### src/rtl/audio_pcie_pkg.sv
// Shared types and constants for the audio-to-PCIe burst reader.
package audio_pcie_pkg;

  typedef enum logic [1:0] {
    ST_IDLE = 2'd0,
    ST_REQ  = 2'd1,
    ST_XFER = 2'd2,
    ST_DONE = 2'd3
  } state_e;

  localparam int unsigned WORD_BYTES = 16;
  localparam int unsigned WORD_SHIFT = $clog2(WORD_BYTES);

  // One extra bit so offset+len can reach RING_WORDS before wrapping.
  function automatic int ring_off_width(input int ring_words);
    return $clog2(ring_words) + 1;
  endfunction

endpackage

### src/rtl/audio_pcie_skid2.sv
// Two-entry valid/ready skid buffer; the head entry is held while the sink stalls.
module audio_pcie_skid2
  import audio_pcie_pkg::*;
#(
  parameter int DATA_WIDTH = 128
) (
  input  logic                  clk,
  input  logic                  rst_n,
  input  logic                  in_valid,
  input  logic [DATA_WIDTH-1:0] in_data,
  output logic                  out_valid,
  output logic [DATA_WIDTH-1:0] out_data,
  input  logic                  out_ready,
  output logic [1:0]            count
);

  logic [DATA_WIDTH-1:0] head_r;
  logic [DATA_WIDTH-1:0] tail_r;
  logic [1:0]            cnt_r;
  logic                  pop_s;

  assign pop_s     = out_valid & out_ready;
  assign out_valid = (cnt_r != 2'd0);
  assign out_data  = head_r;
  assign count     = cnt_r;

  // Entry storage: new data lands in head when empty, otherwise behind it.
  always_ff @(posedge clk or negedge rst_n) begin
    if (!rst_n) begin
      head_r <= {DATA_WIDTH{1'b0}};
      tail_r <= {DATA_WIDTH{1'b0}};
      cnt_r  <= 2'd0;
    end else begin
      case ({in_valid, pop_s})
        2'b10: begin
          if (cnt_r == 2'd0) head_r <= in_data;
          else               tail_r <= in_data;
          cnt_r <= cnt_r + 2'd1;
        end
        2'b01: begin
          head_r <= tail_r;
          cnt_r  <= cnt_r - 2'd1;
        end
        2'b11: begin
          if (cnt_r == 2'd1) begin
            head_r <= in_data;
          end else begin
            head_r <= tail_r;
            tail_r <= in_data;
          end
        end
        default: begin
        end
      endcase
    end
  end

endmodule

### src/rtl/audio_pcie_burst_reader.sv
// Drains the audio FIFO read side into fixed-size PCIe DMA bursts on a host ring buffer.
// Optional idle-timeout partial flush is built when AUDIO_PCIE_TIMEOUT_FLUSH_EN is defined.
module audio_pcie_burst_reader
  import audio_pcie_pkg::*;
#(
  parameter int DATA_WIDTH  = 128,
  parameter int LEVEL_WIDTH = 11,
  parameter int BURST_LEN   = 16,
  parameter int ADDR_WIDTH  = 32,
  parameter int RING_WORDS  = 4096,
  parameter int TIMEOUT_CYC = 1024
) (
  input  logic                   clk,
  input  logic                   rst_n,
  input  logic                   enable,
  input  logic [ADDR_WIDTH-1:0]  base_addr,
  input  logic [DATA_WIDTH-1:0]  fifo_rd_data,
  output logic                   fifo_rd_en,
  input  logic                   fifo_rd_empty,
  input  logic [LEVEL_WIDTH-1:0] fifo_rd_water_level,
  output logic                   dma_req,
  output logic [ADDR_WIDTH-1:0]  dma_addr,
  output logic [LEVEL_WIDTH-1:0] dma_len,
  input  logic                   dma_ack,
  output logic [DATA_WIDTH-1:0]  m_data,
  output logic                   m_valid,
  input  logic                   m_ready,
  output logic                   m_last,
  output logic [31:0]            burst_cnt,
  output logic                   busy
);

  localparam int OFF_W = ring_off_width(RING_WORDS);
  localparam logic [LEVEL_WIDTH-1:0] BURST_LEN_L  = LEVEL_WIDTH'(BURST_LEN);
  localparam logic [OFF_W-1:0]       RING_WORDS_L = OFF_W'(RING_WORDS);
  localparam logic [LEVEL_WIDTH-1:0] ONE_L        = LEVEL_WIDTH'(1'b1);

  state_e                 state_r, state_s;
  logic                   en_d_r, inflight_r;
  logic [ADDR_WIDTH-1:0]  base_r, dma_addr_r, base_next_s;
  logic [OFF_W-1:0]       off_r, off_next_s, off_sum_s;
  logic [LEVEL_WIDTH-1:0] dma_len_r, rd_left_r, tx_left_r, start_len_s;
  logic [31:0]            burst_cnt_r;
  logic                   rise_s, start_s, rd_en_s, xfer_s;
  logic [1:0]             skid_cnt_s;
  logic [2:0]             occ_s;

  assign rise_s      = enable & ~en_d_r;
  assign base_next_s = rise_s ? base_addr : base_r;
  assign off_next_s  = rise_s ? {OFF_W{1'b0}} : off_r;
  assign off_sum_s   = off_r + OFF_W'(dma_len_r);
  assign xfer_s      = m_valid & m_ready;
  // Occupancy counts the word leaving this cycle as gone, so reads keep pace at one per cycle.
  assign occ_s       = {1'b0, skid_cnt_s} + {2'b00, inflight_r} - {2'b00, xfer_s};
  assign rd_en_s     = (state_r == ST_XFER) && (rd_left_r != {LEVEL_WIDTH{1'b0}}) &&
                       !fifo_rd_empty && (occ_s < 3'd2);

`ifdef AUDIO_PCIE_TIMEOUT_FLUSH_EN
  localparam int TO_W = $clog2(TIMEOUT_CYC + 1);
  logic [TO_W-1:0]        idle_cnt_r;
  logic                   partial_s, flush_s;
  logic [OFF_W-1:0]       room_s;
  logic [LEVEL_WIDTH-1:0] req_len_s;

  assign partial_s = enable && (fifo_rd_water_level != {LEVEL_WIDTH{1'b0}}) &&
                     (fifo_rd_water_level < BURST_LEN_L);
  assign flush_s   = partial_s && (idle_cnt_r == TO_W'(TIMEOUT_CYC - 1));
  assign room_s    = RING_WORDS_L - off_next_s;

  // Idle timer: counts idle cycles spent holding a partial burst.
  always_ff @(posedge clk or negedge rst_n) begin
    if (!rst_n)                                             idle_cnt_r <= {TO_W{1'b0}};
    else if ((state_r == ST_IDLE) && partial_s && !flush_s) idle_cnt_r <= idle_cnt_r + TO_W'(1'b1);
    else                                                    idle_cnt_r <= {TO_W{1'b0}};
  end

  // Start decision: whole bursts first, else a timed-out partial flush, clipped at the ring end.
  always_comb begin
    start_s   = 1'b0;
    req_len_s = BURST_LEN_L;
    if ((state_r == ST_IDLE) && enable && (fifo_rd_water_level >= BURST_LEN_L)) begin
      start_s   = 1'b1;
      req_len_s = BURST_LEN_L;
    end else if ((state_r == ST_IDLE) && flush_s) begin
      start_s   = 1'b1;
      req_len_s = fifo_rd_water_level;
    end else begin
      start_s   = 1'b0;
      req_len_s = BURST_LEN_L;
    end
    start_len_s = (32'(req_len_s) > 32'(room_s)) ? LEVEL_WIDTH'(room_s) : req_len_s;
  end
`else
  // Start decision: only whole bursts are ever requested.
  always_comb begin
    start_s     = 1'b0;
    start_len_s = BURST_LEN_L;
    if ((state_r == ST_IDLE) && enable && (fifo_rd_water_level >= BURST_LEN_L)) start_s = 1'b1;
    else                                                                        start_s = 1'b0;
  end
`endif

  // State register.
  always_ff @(posedge clk or negedge rst_n) begin
    if (!rst_n) state_r <= ST_IDLE;
    else        state_r <= state_s;
  end

  // Next-state logic.
  always_comb begin
    state_s = state_r;
    case (state_r)
      ST_IDLE: if (start_s) state_s = ST_REQ;  else state_s = ST_IDLE;
      ST_REQ:  if (dma_ack) state_s = ST_XFER; else state_s = ST_REQ;
      ST_XFER: if (xfer_s && (tx_left_r == ONE_L)) state_s = ST_DONE; else state_s = ST_XFER;
      ST_DONE: state_s = ST_IDLE;
      default: state_s = ST_IDLE;
    endcase
  end

  // Ring pointer, burst request registers and per-burst read/send counters.
  always_ff @(posedge clk or negedge rst_n) begin
    if (!rst_n) begin
      en_d_r      <= 1'b0;
      inflight_r  <= 1'b0;
      base_r      <= {ADDR_WIDTH{1'b0}};
      off_r       <= {OFF_W{1'b0}};
      dma_addr_r  <= {ADDR_WIDTH{1'b0}};
      dma_len_r   <= {LEVEL_WIDTH{1'b0}};
      rd_left_r   <= {LEVEL_WIDTH{1'b0}};
      tx_left_r   <= {LEVEL_WIDTH{1'b0}};
      burst_cnt_r <= 32'd0;
    end else begin
      en_d_r     <= enable;
      inflight_r <= rd_en_s;
      case (state_r)
        ST_IDLE: begin
          if (rise_s) begin
            base_r <= base_addr;
            off_r  <= {OFF_W{1'b0}};
          end
          if (start_s) begin
            dma_addr_r <= base_next_s + (ADDR_WIDTH'(off_next_s) << WORD_SHIFT);
            dma_len_r  <= start_len_s;
          end
        end
        ST_REQ: begin
          if (dma_ack) begin
            rd_left_r <= dma_len_r;
            tx_left_r <= dma_len_r;
          end
        end
        ST_XFER: begin
          if (rd_en_s) rd_left_r <= rd_left_r - ONE_L;
          if (xfer_s)  tx_left_r <= tx_left_r - ONE_L;
        end
        ST_DONE: begin
          off_r       <= (off_sum_s >= RING_WORDS_L) ? {OFF_W{1'b0}} : off_sum_s;
          burst_cnt_r <= burst_cnt_r + 32'd1;
        end
        default: begin
        end
      endcase
    end
  end

  audio_pcie_skid2 #(.DATA_WIDTH(DATA_WIDTH)) u_skid (
    .clk       (clk),
    .rst_n     (rst_n),
    .in_valid  (inflight_r),
    .in_data   (fifo_rd_data),
    .out_valid (m_valid),
    .out_data  (m_data),
    .out_ready (m_ready),
    .count     (skid_cnt_s)
  );

  assign fifo_rd_en = rd_en_s;
  assign dma_req    = (state_r == ST_REQ);
  assign dma_addr   = dma_addr_r;
  assign dma_len    = dma_len_r;
  assign m_last     = m_valid && (tx_left_r == ONE_L);
  assign burst_cnt  = burst_cnt_r;
  assign busy       = (state_r != ST_IDLE);

endmodule
### config.mk
export PLATFORM = sky130hd
export DESIGN_NAME = audio_pcie_burst_reader
export DESIGN_NICKNAME = d
export VERILOG_FILES = /design/src/rtl/audio_pcie_pkg.sv /design/src/rtl/audio_pcie_skid2.sv /design/src/rtl/audio_pcie_burst_reader.sv
export SDC_FILE = /design/constraint.sdc
export NUM_CORES = 1
export LEC_CHECK = 0
export ABC_AREA = 1
export BUFFER_PORTS_ARGS = -buffer_cell sky130_fd_sc_hd__clkbuf_2
export CAP_MARGIN = 20
export CORE_MARGIN = 2
export CORE_UTILIZATION = 56
export CTS_BUF_LIST = sky130_fd_sc_hd__clkbuf_8
export CTS_CLUSTER_DIAMETER = 100
export DETAILED_ROUTE_END_ITERATION = 6
export PLACE_DENSITY = 0.9
export SYNTH_ARGS = -nofsm -noshare
export SYNTH_HDL_FRONTEND = slang
export SYNTH_SLANG_ARGS = --single-unit
### constraint.sdc
create_clock -name clk -period 5 [get_ports clk]
set_input_delay 0.75 -clock clk [delete_from_list [all_inputs] [get_ports clk]]
set_output_delay 0.75 -clock clk [all_outputs]
set_load 0.02 [all_outputs]
# --- After elaboration in Yosys (flattened, before gate mapping) ---
# Cells that the tools add are included.
word_totals:
  romBits: 0
  elab_cells: 86
  latchBits: 0
  reg_bits: 394
  output_inout_bits: 208
  mem_count: 0
  in_bits: 177
  mem_bits_rw: 0
op_classes:
  addsub: 9
  reduce_logical: 23
  n_mul: 0
  shift: 0
  div: 0
  n_bitwise: 3
  n_lt_le_gt_ge: 3
  n_mux: 21
  n_eq_ne: 14
ops:
  columns: ["op", "n"]
  rows:
  - ["$mux W128", 4]
  - ["$pmux W128 S3", 1]
  - ["$pmux W128 S2", 1]
  - ["$pmux W11 S2", 2]
  - ["$mux W11", 3]
  - ["$add A32 B1 Y32 const B", 1]
  - ["$add A32 B17 Y32", 1]
  - ["$mux W32", 1]
  - ["$mux W13", 2]
  - ["$pmux W13 S2", 1]
  - ["$sub A11 B1 Y11 const B", 2]
  - ["$add A13 B5 Y13", 1]
  - ["$ge A13 B13 Y1 const B", 1]
  - ["$reduce_bool A2 Y1", 6]
  - ["$eq A11 B1 Y1 const B", 1]
  - ["$ge A11 B5 Y1 const B", 1]
  - ["$reduce_bool A11 Y1", 1]
  - ["$reduce_and A3 Y1", 3]
  - ["$eq A2 B2 Y1 const B", 4]
  - ["$pmux W2 S4", 1]
  - ["$logic_and A1 B1 Y1", 7]
  - ["$eq A2 B1 Y1 const B", 3]
  - ["$ne A2 B1 Y1 const B", 3]
  - ["$ne A2 B2 Y1 const B", 3]
  - ["14 further kinds", 19]

# --- Longest topological paths before layout ---
# Gate-level depths: netlist of the first run.
depth:
  ltp_word: 7
  mapped_depth: 23
  ltp_nobuf: 19

# --- Hierarchy ---
# From an unflattened synthesis of the first run, not the netlist that was laid out.
unflattened:
  cells_unflattened: 2621
  area_unflattened_um2: 19824.0
by_module_without_submodules:
  columns: ["module", "area_per_inst_um2", "instances", "seq_area_each_um2", "cells_each"]
  rows:
  - ["audio_pcie_skid2", 11832.6, 1, 6456.2, 1555]
  - ["audio_pcie_burst_reader", 7991.4, 1, 3403.3, 1066]

# --- Least setup slack after synthesis of the first run ---
# OpenSTA, ideal clock, no wires.
synth_path:
  kind: "register to output"
  startpoint: "reg u_skid.cnt_r[1], in the netlist u_skid.count[1]"
  endpoint: "out fifo_rd_en"
  path_buffers: 0
  t_arrival_ps: 2670
  required_time_ps: 4250
  setup_slack_ps: 1580
  path_stages_with_launch: 12
  cell_sequence: "dfrtp_1 > inv_1 > ha_1 > inv_1 > nand2_1 > inv_1 > ha_1 > or2_2 > fa_1 > xnor2_1 > nand3_1 > a31oi_1"
synth_via:
  elab_chain_cells: 5
  elab_cells_between_ends: 6
  classes_between: "add/sub (2); order compare (1); bitwise (1); reduce/logical (2)"
synth_rtl:
  columns: ["item", "line", "text"]
  rows:
  - ["start, declared", "audio_pcie_skid2.sv:19", "logic [1:0] cnt_r;"]
  - ["start signal, assigned", "audio_pcie_skid2.sv:38", "cnt_r <= cnt_r + 2'd1;"]
  - ["start signal, assigned", "audio_pcie_skid2.sv:42", "cnt_r <= cnt_r - 2'd1;"]
  - ["$reduce_bool A2 Y1", "audio_pcie_skid2.sv:23", "assign out_valid = (cnt_r != 2'd0);"]
  - ["net m_valid", "audio_pcie_burst_reader.sv:26", "output logic m_valid,"]
  - ["$and A1 B1 Y1", "audio_pcie_burst_reader.sv:52", "assign xfer_s = m_valid & m_ready;"]
  - ["$sub A3 B1 Y3", "audio_pcie_burst_reader.sv:54", "assign occ_s = {1'b0, skid_cnt_s} + {2'b00, inflight_r} - {2'b00, xfer_s};"]
  - ["$lt A3 B2 Y1", "audio_pcie_burst_reader.sv:56", "!fifo_rd_empty && (occ_s < 3'd2);"]
  - ["$logic_and A1 B1 Y1", "audio_pcie_burst_reader.sv:56", null]
  - ["end, declared", "audio_pcie_burst_reader.sv:18", "output logic fifo_rd_en,"]
# The timed path passes the listed nets, and every way through them passes these cells.

# --- Worst setup path in the final report of the first run ---
layout_path:
  startpoint: "reg u_skid.cnt_r[1], in the netlist u_skid.count[1]"
  endpoint: "out fifo_rd_en"
layout_via:
  elab_chain_cells: 5
  elab_cells_between_ends: 6
  classes_between: "add/sub (2); order compare (1); bitwise (1); reduce/logical (2)"
layout_rtl:
  columns: ["item", "line"]
  rows:
  - ["branches (longest 2 deep; another with $add A2 B1 Y3)", null]
  - ["$sub A3 B1 Y3 (*)", "audio_pcie_burst_reader.sv:54"]
  - ["$lt A3 B2 Y1 (*)", "audio_pcie_burst_reader.sv:56"]
  - ["$logic_and A1 B1 Y1 (*)", "audio_pcie_burst_reader.sv:56"]
# Every way passes the cells marked *.

==> results.sh, run 1 <==
export IMPL_outcome="completed"
export IMPL_max_stage_delay_ps=430
export IMPL_tns_ps=0
export IMPL_dr_first_iter_drc_count=1287
export IMPL_gp_congestion=0.916
export IMPL_crit_fanout=5
export IMPL_async_reset_ff_share_pct=100
export IMPL_worstSetupStartpointType="flop"
export IMPL_synth_ff_type="dfrtp_1"
export IMPL_grt_pass1_wl_um=82600
export IMPL_period_minus_slack_ps=4460
export IMPL_avgViaCountPerCell=5.47
export IMPL_grt_ovfl_total=0
export IMPL_io_pins=385
export IMPL_critPathBufInv=4
export IMPL_fin_area_um2=23000
export IMPL_num_nets_final=2910
export IMPL_drive_gt1_share_pct=24.6
export IMPL_antenna_found_initial=2
export IMPL_numCtsBuffers=61
export IMPL_synth_edf_count=0
export IMPL_slew_headroom_pct=35.4
export IMPL_worstMarginPinSlew_ps=970
export IMPL_slew_violations=0
export IMPL_hold_buffers=0
export IMPL_cts_buffer_depth=3
export IMPL_end_kind="primary output"
export IMPL_grt_max_degree=194
export IMPL_cts_repair_resized=0
export IMPL_coreArea_um2=34500
export IMPL_max_freq_mhz=224
export IMPL_cp_num_cells=12
export IMPL_setup_viol=0
export IMPL_dr_pass1_iters=6
export IMPL_initial_core_util_pct=56.8
export IMPL_cts_sinks=394
export IMPL_rows=68
export IMPL_yosysWarningCount=0
export IMPL_crit_arrival_ps=3710
export IMPL_hold_viol=0
export IMPL_routed_wl_um=51400
export IMPL_wl_per_cell_um=16.0
export IMPL_die_width_um=191
export IMPL_critPathMostFrequentCell="inv_1"
export IMPL_total_leakage_power_nw=11.8
export IMPL_holdCritPathClass="in2async"
export IMPL_io_buffers=370
export IMPL_vias=17600
export IMPL_yosysTopAreaCellShare_pct=50.4
export IMPL_die_h_um=191
export IMPL_synth_area_leaders="dfrtp_1 50%, o21ai_0 8.4%, nand2_1 7.6%, inv_1 5.7%, nor2_1 4.7%"
export IMPL_netlist_area_um2=19600
export IMPL_yosysTopAreaCell="dfrtp_1"
export IMPL_netlist_instances=2379
export IMPL_peakVddDrop_v=0.000380
export IMPL_dieArea_um2=36500
export IMPL_ant_nets=0
export IMPL_drc=0
export IMPL_grt_pass1_vias=17000
export IMPL_yosys_cell_count_top_type="nand2_1"
export IMPL_synth_cell_type_count=43
export IMPL_fin_hold_ws_ps=188
export IMPL_yosysSeqAreaShare_pct=50.4
export IMPL_dp_hpwl_um=34700
export IMPL_place_area_um2=21700
export IMPL_crit_family="adder cells"
export IMPL_postCtsSetupRepairBufs=0
export IMPL_cts_root_buf="clkbuf_8"
export IMPL_skew_ps=25.0
export IMPL_track_usage_pct=27.7
export IMPL_cap_violations=0
export IMPL_htreeDepth=2
export IMPL_path_clk_slew_ps=70
export IMPL_cts_tree="done"
export IMPL_ys_ff_latch=394
export IMPL_avgSynthCellArea_um2=8.23
export IMPL_period_share_pct=89.3
export IMPL_synthToLayoutAreaGrowth_pct=17.5
export IMPL_synthTopCellsByCount="397 x nand2_1, 394 x dfrtp_1, 329 x o21ai_0"
export IMPL_reg2reg_depth=12
export IMPL_crit_path_cell_trace="inv_1, ha_1, inv_1, nand2_1, inv_1, ha_1, or2_2, fa_1, xnor2_1, nand3_1, a31oi_1, clkbuf_2"
export IMPL_clk_latency_ps=630
export IMPL_cp_required_ps=4250
export IMPL_criticalPathCategory="reg2out"
export IMPL_p_per_area_nw_per_um2=608
export IMPL_critPathSlowestCell="dfrtp_1"
export IMPL_rsz0062_at_grt="false"
export IMPL_n_fill_cell=2717
==> per-stage QoR <==
| stage | setup WS (ps) | utilization, % | std cells | power [mW] |
|---|---|---|---|---|
| finish | 537 | 66.7 | 3210 | 14.0 |
| CTS | 507 | 66.7 | 3206 | 14.0 |
| global route | 293 | 66.7 | 3208 | 14.9 |
| floorplan | 1580 | - | 2388 | 9.23 |
| detailed placement | 1200 | 63.0 | 3095 | 11.2 |
| global placement | 1270 | 63.0 | 3095 | 10.8 |
==> layout by cell type (no fill, tap or decap), drive strengths merged, types with 3 or more instances in the layout <==
master and count:
clkbuf 447, nand2 415, dfrtp 394, o21ai 345
inv 321, nor2 260, a31oi 135, or2 131
nand3 79, xor2 32, ha 28, nand4 23
a21oi 22, nor3 21, xnor2 20, buf 16
clkinv 14, conb 10, o22ai 10, nor4 8
o31ai 5, diode 4, nand3b 3, o211ai 3
==> power by group <==
part           internal [mW]  switching [mW]
sequential              4.58           0.807
clock                   1.51            1.30
combinational           1.96            3.84
==> area by class of cell <==
| type | instances | area [um2] | area share (%) |
|---|---|---|---|
| diodes | 4 | 10.0 | 0.0435 |
| clock buffers | 78 | 1070 | 4.67 |
| inverters | 306 | 1150 | 5.00 |
| flip-flops and latches | 394 | 9860 | 42.9 |
| repair buffers | 385 | 2060 | 8.97 |
| clock inverters | 33 | 208 | 0.903 |
| multi-input cells | 1555 | 8060 | 35.1 |
| well taps | 455 | 569 | 2.48 |
==> logic make-up after synthesis <==
logic type,after synthesis,synth area share (%)
other,1,0.0192
flip-flops,394,50.4
AND/OR/NAND/NOR,941,21.8
adder cells (fa/ha/maj),30,1.99
AO/OA/AOI/OAI,522,14.6
buffers and inverters,439,8.90
XOR/XNOR,52,2.33
==> metal layers <==
metal | vias to the layer above | global-route usage [%] | share of wire [%]
li1 | 8294 | - | -
met1 | 8372 | 35.2 | 40
met2 | 748 | 46.1 | 48
met3 | 148 | 5.21 | 7.7
met4 | 0 | 12.3 | 4.3
met5 | - | 0 | 0
==> worst register-to-register path, stage by stage, from the launching register on <==
cell     delay [ps]
dfrtp_1         430
inv_1           110
ha_1            170
inv_1           120
nand2_1         220
inv_1           180
ha_1            290
inv_1           130
nor2_4           50
buf_12          200
o22ai_4         630
buf_12          520
o21ai_0         410
==> path summary, 6_finish.rpt <==
check | startpoint | slack [ps] | endpoint
max | u_skid.count[1]$_DFFE_PN0P_ | 540 | fifo_rd_en
min | rst_n | 190 | base_r[17]$_DFFE_PN0P_
max reg2reg | u_skid.count[1]$_DFFE_PN0P_ | 1370 | u_skid.tail_r[55]$_DFFE_PN0P_
min reg2reg | tx_left_r[10]$_DFFE_PN0P_ | 480 | tx_left_r[10]$_DFFE_PN0P_
max in group asynchronous | rst_n | 3630 | u_skid.out_data[70]$_DFFE_PN0P_
min in group clk | base_addr[21] | 340 | base_r[21]$_DFFE_PN0P_
==> state kept, by name (all words and copies together), names as in the netlist, named ones only <==
| register | flops |
|---|---|
| base_r | 32 |
| burst_cnt | 32 |
| dma_addr | 32 |
| dma_len | 1 |
| en_d_r | 1 |
| inflight_r | 1 |
| off_r | 13 |
| rd_left_r | 11 |
| state_r | 1 |
| tx_left_r | 11 |
| u_skid.count | 2 |
| u_skid.out_data | 128 |
| u_skid.tail_r | 128 |
No activity file was read; power rests on OpenSTA's default activity.
==> inputs of run 2 (changes only) <==
Settings changed: MAX_ROUTING_LAYER set to met4.
==> results.sh, run 2 (synthesized netlist as in run 1, its figures left out) <==
export IMPL_max_stage_delay_ps=430
export IMPL_grt_pass1_wl_um=84700
export IMPL_coreArea_um2=34500
export IMPL_n_fill_cell=2690
export IMPL_numCtsBuffers=68
export IMPL_end_kind="primary output"
export IMPL_peakVddDrop_v=0.000388
export IMPL_track_usage_pct=29.4
export IMPL_rows=68
export IMPL_cp_required_ps=4250
export IMPL_cts_sinks=394
export IMPL_grt_ovfl_total=0
export IMPL_critPathMostFrequentCell="inv_1"
export IMPL_setup_viol=0
export IMPL_period_minus_slack_ps=4550
export IMPL_crit_arrival_ps=3800
export IMPL_dp_slack_ps=837
export IMPL_clk_latency_ps=610
export IMPL_cts_tree="done"
export IMPL_htreeDepth=3
export IMPL_tns_ps=0
export IMPL_cts_repair_resized=0
export IMPL_period_share_pct=91.0
export IMPL_hold_buffers=0
export IMPL_cts_root_buf="clkbuf_8"
export IMPL_path_clk_slew_ps=70
export IMPL_slew_violations=0
export IMPL_dr_first_iter_drc_count=1461
export IMPL_fin_ws_ps=450
export IMPL_routed_wl_um=52400
export IMPL_postCtsSetupRepairBufs=0
export IMPL_avgViaCountPerCell=5.53
export IMPL_vias=17800
export IMPL_gp_congestion=0.929
export IMPL_initial_core_util_pct=56.8
export IMPL_dr_pass1_iters=6
export IMPL_die_width_um=191
export IMPL_grt_max_degree=169
export IMPL_dieArea_um2=36500
export IMPL_skew_ps=27.0
export IMPL_holdCritPathClass="in2async"
export IMPL_cts_buffer_depth=3
export IMPL_total_leakage_power_nw=11.8
export IMPL_criticalPathCategory="reg2out"
export IMPL_outcome="completed"
export IMPL_crit_family="adder cells"
export IMPL_worstMarginPinSlew_ps=1120
export IMPL_max_freq_mhz=220
export IMPL_rsz0062_at_grt="false"
export IMPL_io_buffers=370
export IMPL_crit_path_cell_trace="inv_1, ha_1, inv_1, nand2_1, inv_1, ha_1, or2_2, fa_1, xnor2_1, nand3_1, a31oi_1, clkbuf_2"
export IMPL_ant_nets=0
export IMPL_synthToLayoutAreaGrowth_pct=17.3
export IMPL_antenna_found_initial=2
export IMPL_wl_per_cell_um=16.3
export IMPL_cap_violations=0
export IMPL_crit_fanout=5
export IMPL_critPathBufInv=4
export IMPL_hold_viol=0
export IMPL_slew_headroom_pct=25.6
export IMPL_layout_commonest_cell="nand2_1"
export IMPL_drc=0
export IMPL_critPathSlowestCell="dfrtp_1"
export IMPL_num_nets_final=2920
export IMPL_die_h_um=191
export IMPL_io_pins=385
export IMPL_worstSetupStartpointType="flop"
export IMPL_final_cell_mix="397 x nand2_1, 394 x dfrtp_1, 369 x clkbuf_2"
export IMPL_grt_pass1_vias=17300
export IMPL_drive_gt1_share_pct=24.4
export IMPL_dp_hpwl_um=34900
export IMPL_p_per_area_nw_per_um2=610
-- run 2: worst paths after layout --
check	from	slack [ps]	endpoint	cells after the start
max in group asynchronous	rst_n	3730	u_skid.out_data[47]$_DFFE_PN0P_	2
setup reg to reg	u_skid.count[1]$_DFFE_PN0P_	1110	u_skid.out_data[53]$_DFFE_PN0P_	12
min in group clk	base_addr[21]	370	base_r[21]$_DFFE_PN0P_	3
setup / recovery	u_skid.count[1]$_DFFE_PN0P_	450	fifo_rd_en	12
hold / removal	rst_n	150	dma_addr[23]$_DFFE_PN0P_	1
hold reg to reg	tx_left_r[10]$_DFFE_PN0P_	470	tx_left_r[10]$_DFFE_PN0P_	1
-- run 2: where the power goes --
part | total (mW) | switching (mW) | internal [mW]
Combinational | 5.83 | 3.87 | 1.97
Clock | 2.77 | 1.33 | 1.44
Sequential | 5.40 | 0.823 | 4.58
Total | 14.0 | 6.02 | 7.99
-- run 2: cell type report --
cell class | count | area (um2) | area share, %
Sequential cell | 394 | 9860 | 42.9
Multi-Input combinational cell | 1555 | 8060 | 35.1
Timing Repair Buffer | 388 | 2070 | 9.02
Inverter | 306 | 1150 | 5.00
Clock buffer | 79 | 1090 | 4.73
Tap cell | 455 | 569 | 2.48
Clock inverter | 31 | 159 | 0.692
Antenna cell | 3 | 7.51 | 0.0327
-- run 2: stage by stage --
step / power (mW) / instance area, um2 / util [%] / instances / hold WS (ps)
floorplan: 9.23 / 19600 / - / 2388 / 433
global placement: 10.8 / 21700 / 63.0 / 3097 / 455
detailed placement: 11.2 / 21700 / 63.0 / 3097 / 467
CTS: 14.0 / 23000 / 66.6 / 3207 / 136
global route: 15.0 / 23000 / 66.6 / 3210 / 186
finish: 14.0 / 23000 / 66.6 / 3211 / 145
-- run 2: metal layers --
layer	vias to the layer above	routed length, um	track usage, %
li1	8322	-	-
met1	8402	20700	36.4
met2	867	24900	45.5
met3	176	4130	5.87
met4	0	2620	16.5
met5	-	0	-
==> inputs of run 3 (changes only) <==
Settings changed: REMOVE_ABC_BUFFERS set to 1, SYNTH_HIERARCHICAL set to 1.
==> results.sh, run 3 <==
export IMPL_postCtsSetupRepairBufs=0
export IMPL_yosysTopAreaCell="dfrtp_1"
export IMPL_synthXorXnorAreaFrac_pct=2.39
export IMPL_dr_first_iter_drc_count=1999
export IMPL_slew_violations=0
export IMPL_peakVddDrop_v=0.000293
export IMPL_swShare_pct=25.4
export IMPL_cts_buffer_depth=3
export IMPL_clk_latency_ps=620
export IMPL_avgSynthCellArea_um2=7.56
export IMPL_io_buffers=370
export IMPL_numCtsBuffers=68
export IMPL_antenna_found_initial=5
export IMPL_criticalPathCategory="reg2out"
export IMPL_netlist_area_um2=19800
export IMPL_critPathMostFrequentCell="inv_1"
export IMPL_routed_wl_um=58300
export IMPL_rows=68
export IMPL_yosys_area_share_simple_pct=35.3
export IMPL_crit_path_cell_trace="inv_1, ha_1, inv_1, nand2_1, inv_1, ha_1, nor2_1, fa_1, nor4_1, nand2_1, inv_1, clkbuf_2"
export IMPL_fin_hold_ws_ps=217
export IMPL_gp_congestion=0.888
export IMPL_synth_ff_type="dfrtp_1"
export IMPL_rsz0062_at_grt="false"
export IMPL_max_stage_delay_ps=440
export IMPL_worstSetupStartpointType="flop"
export IMPL_p_per_area_nw_per_um2=295
export IMPL_muxShareOfSynthArea_pct=0.0505
export IMPL_period_minus_slack_ps=4050
export IMPL_synth_cell_type_count=42
export IMPL_yosys_cell_count_top_type="nand2_1"
export IMPL_ant_nets=0
export IMPL_crit_arrival_ps=3300
export IMPL_p_clk_share_pct=44.0
export IMPL_cts_sinks=394
export IMPL_crit_fanout=5
export IMPL_p_int_mw=5.11
export IMPL_total_leakage_power_nw=13.4
export IMPL_grt_max_degree=115
export IMPL_wl_per_cell_um=16.9
export IMPL_cap_violations=0
export IMPL_coreArea_um2=34700
export IMPL_num_nets_final=3159
export IMPL_die_h_um=192
export IMPL_drc=0
export IMPL_synth_top_family_by_area="simple AND/OR/NAND/NOR gates"
export IMPL_end_kind="primary output"
export IMPL_slew_headroom_pct=24.0
export IMPL_final_cell_mix="1179 x nand2_1, 394 x dfrtp_1, 369 x clkbuf_2"
export IMPL_worstMarginPinSlew_ps=1140
export IMPL_dp_slack_ps=1520
export IMPL_place_area_um2=21800
export IMPL_vias=19100
export IMPL_grt_ovfl_total=0
export IMPL_seqPwrFrac_pct=47.8
export IMPL_cp_required_ps=4250
export IMPL_yosysTopAreaCellShare_pct=49.7
export IMPL_cts_repair_resized=0
export IMPL_skew_ps=28.1
export IMPL_r2r_start="u_skid/count[0]$_DFFE_PN0P_"
export IMPL_layout_commonest_cell="nand2_1"
export IMPL_holdCritPathClass="in2async"
export IMPL_track_usage_pct=32.4
export IMPL_outcome="completed"
export IMPL_synth_area_leaders="dfrtp_1 50%, nand2_1 22%, nand3_1 8.3%, inv_1 3.0%, nor2_1 2.3%"
export IMPL_yosysSeqAreaShare_pct=49.7
export IMPL_hold_buffers=0
export IMPL_critPathSlowestCell="fa_1"
export IMPL_path_clk_slew_ps=60
export IMPL_netlist_instances=2621
export IMPL_reg2reg_slack_ps=1400
export IMPL_grt_pass1_wl_um=92900
export IMPL_yosysWarningCount=6
export IMPL_switchingPower_mw=1.74
export IMPL_synth_adder_area_share_pct=2.22
export IMPL_drive_gt1_share_pct=17.7
export IMPL_tns_ps=0
export IMPL_initial_core_util_pct=57.1
export IMPL_ys_ff_latch=394
export IMPL_hold_viol=0
export IMPL_async_reset_ff_share_pct=100
export IMPL_htreeDepth=3
export IMPL_io_pins=385
export IMPL_final_util_pct=66.9
export IMPL_synthToLayoutAreaGrowth_pct=17.2
export IMPL_fin_ws_ps=947
export IMPL_synthTopCellsByCount="1183 x nand2_1, 394 x dfrtp_1, 330 x nand3_1"
export IMPL_period_share_pct=81.1
export IMPL_dp_hpwl_um=37900
export IMPL_synth_edf_count=0
export IMPL_dr_pass1_iters=5
export IMPL_max_freq_mhz=247
export IMPL_cp_startpoint="u_skid/count[1]$_DFFE_PN0P_"
export IMPL_cts_root_buf="clkbuf_8"
export IMPL_comb_power_share_pct=8.1
export IMPL_dieArea_um2=36900
export IMPL_avgViaCountPerCell=5.53
export IMPL_fin_area_um2=23200
export IMPL_setup_viol=0
export IMPL_cts_tree="done"
export IMPL_synth_compound_area_share_pct=3.51
export IMPL_die_width_um=192
export IMPL_grt_pass1_vias=19000
==> run 3: final cells by class <==
cell class | count | area [um2]
antenna | 5 | 12.5
clock buffer | 88 | 1210
clock inverter | 31 | 194
fill | 2713 | 11500
inverter | 162 | 613
multi-input combinational | 1930 | 8710
sequential | 394 | 9860
tap | 455 | 569
timing repair buffer | 392 | 2060
==> run 3: kinds of logic (layout without fill, tap and decap cells) <==
| kind of cell | count (synthesis) | after routing |
|---|---|---|
| buffers and inverters | 306 | 673 |
| xor gates and xnor gates | 54 | 54 |
| other | 1 | 15 |
| AOI/OAI and AO/OA | 130 | 130 |
| muxes | 1 | 1 |
| DFF | 394 | 394 |
| and+or+nand+nor | 1701 | 1701 |
| adders and majority gates | 34 | 34 |
==> run 3: path summary, 6_finish.rpt <==
check / end / cells past startpoint
worst min register to register: burst_cnt[31]$_DFFE_PN0N_ / 1
min in group clk: base_r[21]$_DFFE_PN0P_ / 3
max in group asynchronous: base_r[25]$_DFFE_PN0P_ / 2
worst max-delay path: fifo_rd_en / 12
worst min-delay path: u_skid/out_data[96]$_DFFE_PN0P_ / 1
worst max register to register: u_skid/tail_r[79]$_DFFE_PN0P_ / 13
==> run 3: power groups by stage <==
stage	Combinational, mW	Clock [mW]	Sequential, mW
floorplan	0.210	0	3.39
global placement	0.537	0	3.33
detailed placement	0.551	0	3.33
CTS	0.556	3.06	3.28
global route	0.622	3.21	3.28
finish	0.557	3.02	3.28
==> run 3: metal layers <==
metal  share of wire, %  track usage [%]  up-vias
met5                  0                -        -
met4                4.4             17.8        0
met3                 11             8.50      171
met2                 48             52.0     1016
met1                 37             37.1     9045
li1                   -                -     8899
==> run 3: metrics by stage <==
| stage | std cells | total power, mW |
|---|---|---|
| 4_1_cts | 3452 | 6.89 |
| 5_1_grt | 3457 | 7.11 |
| 6_report | 3457 | 6.86 |
| 3_3_place_gp | 3333 | 3.87 |
| 3_5_place_dp | 3333 | 3.88 |
| 2_1_floorplan | 2486 | 3.60 |
==> run 3: critical path, delay by kind of cell (launching register included) <==
kind,cells,cell delay (ps)
adders and majority gates,3,940
buffers and inverters,5,630
DFF,1,420
and+or+nand+nor,4,730
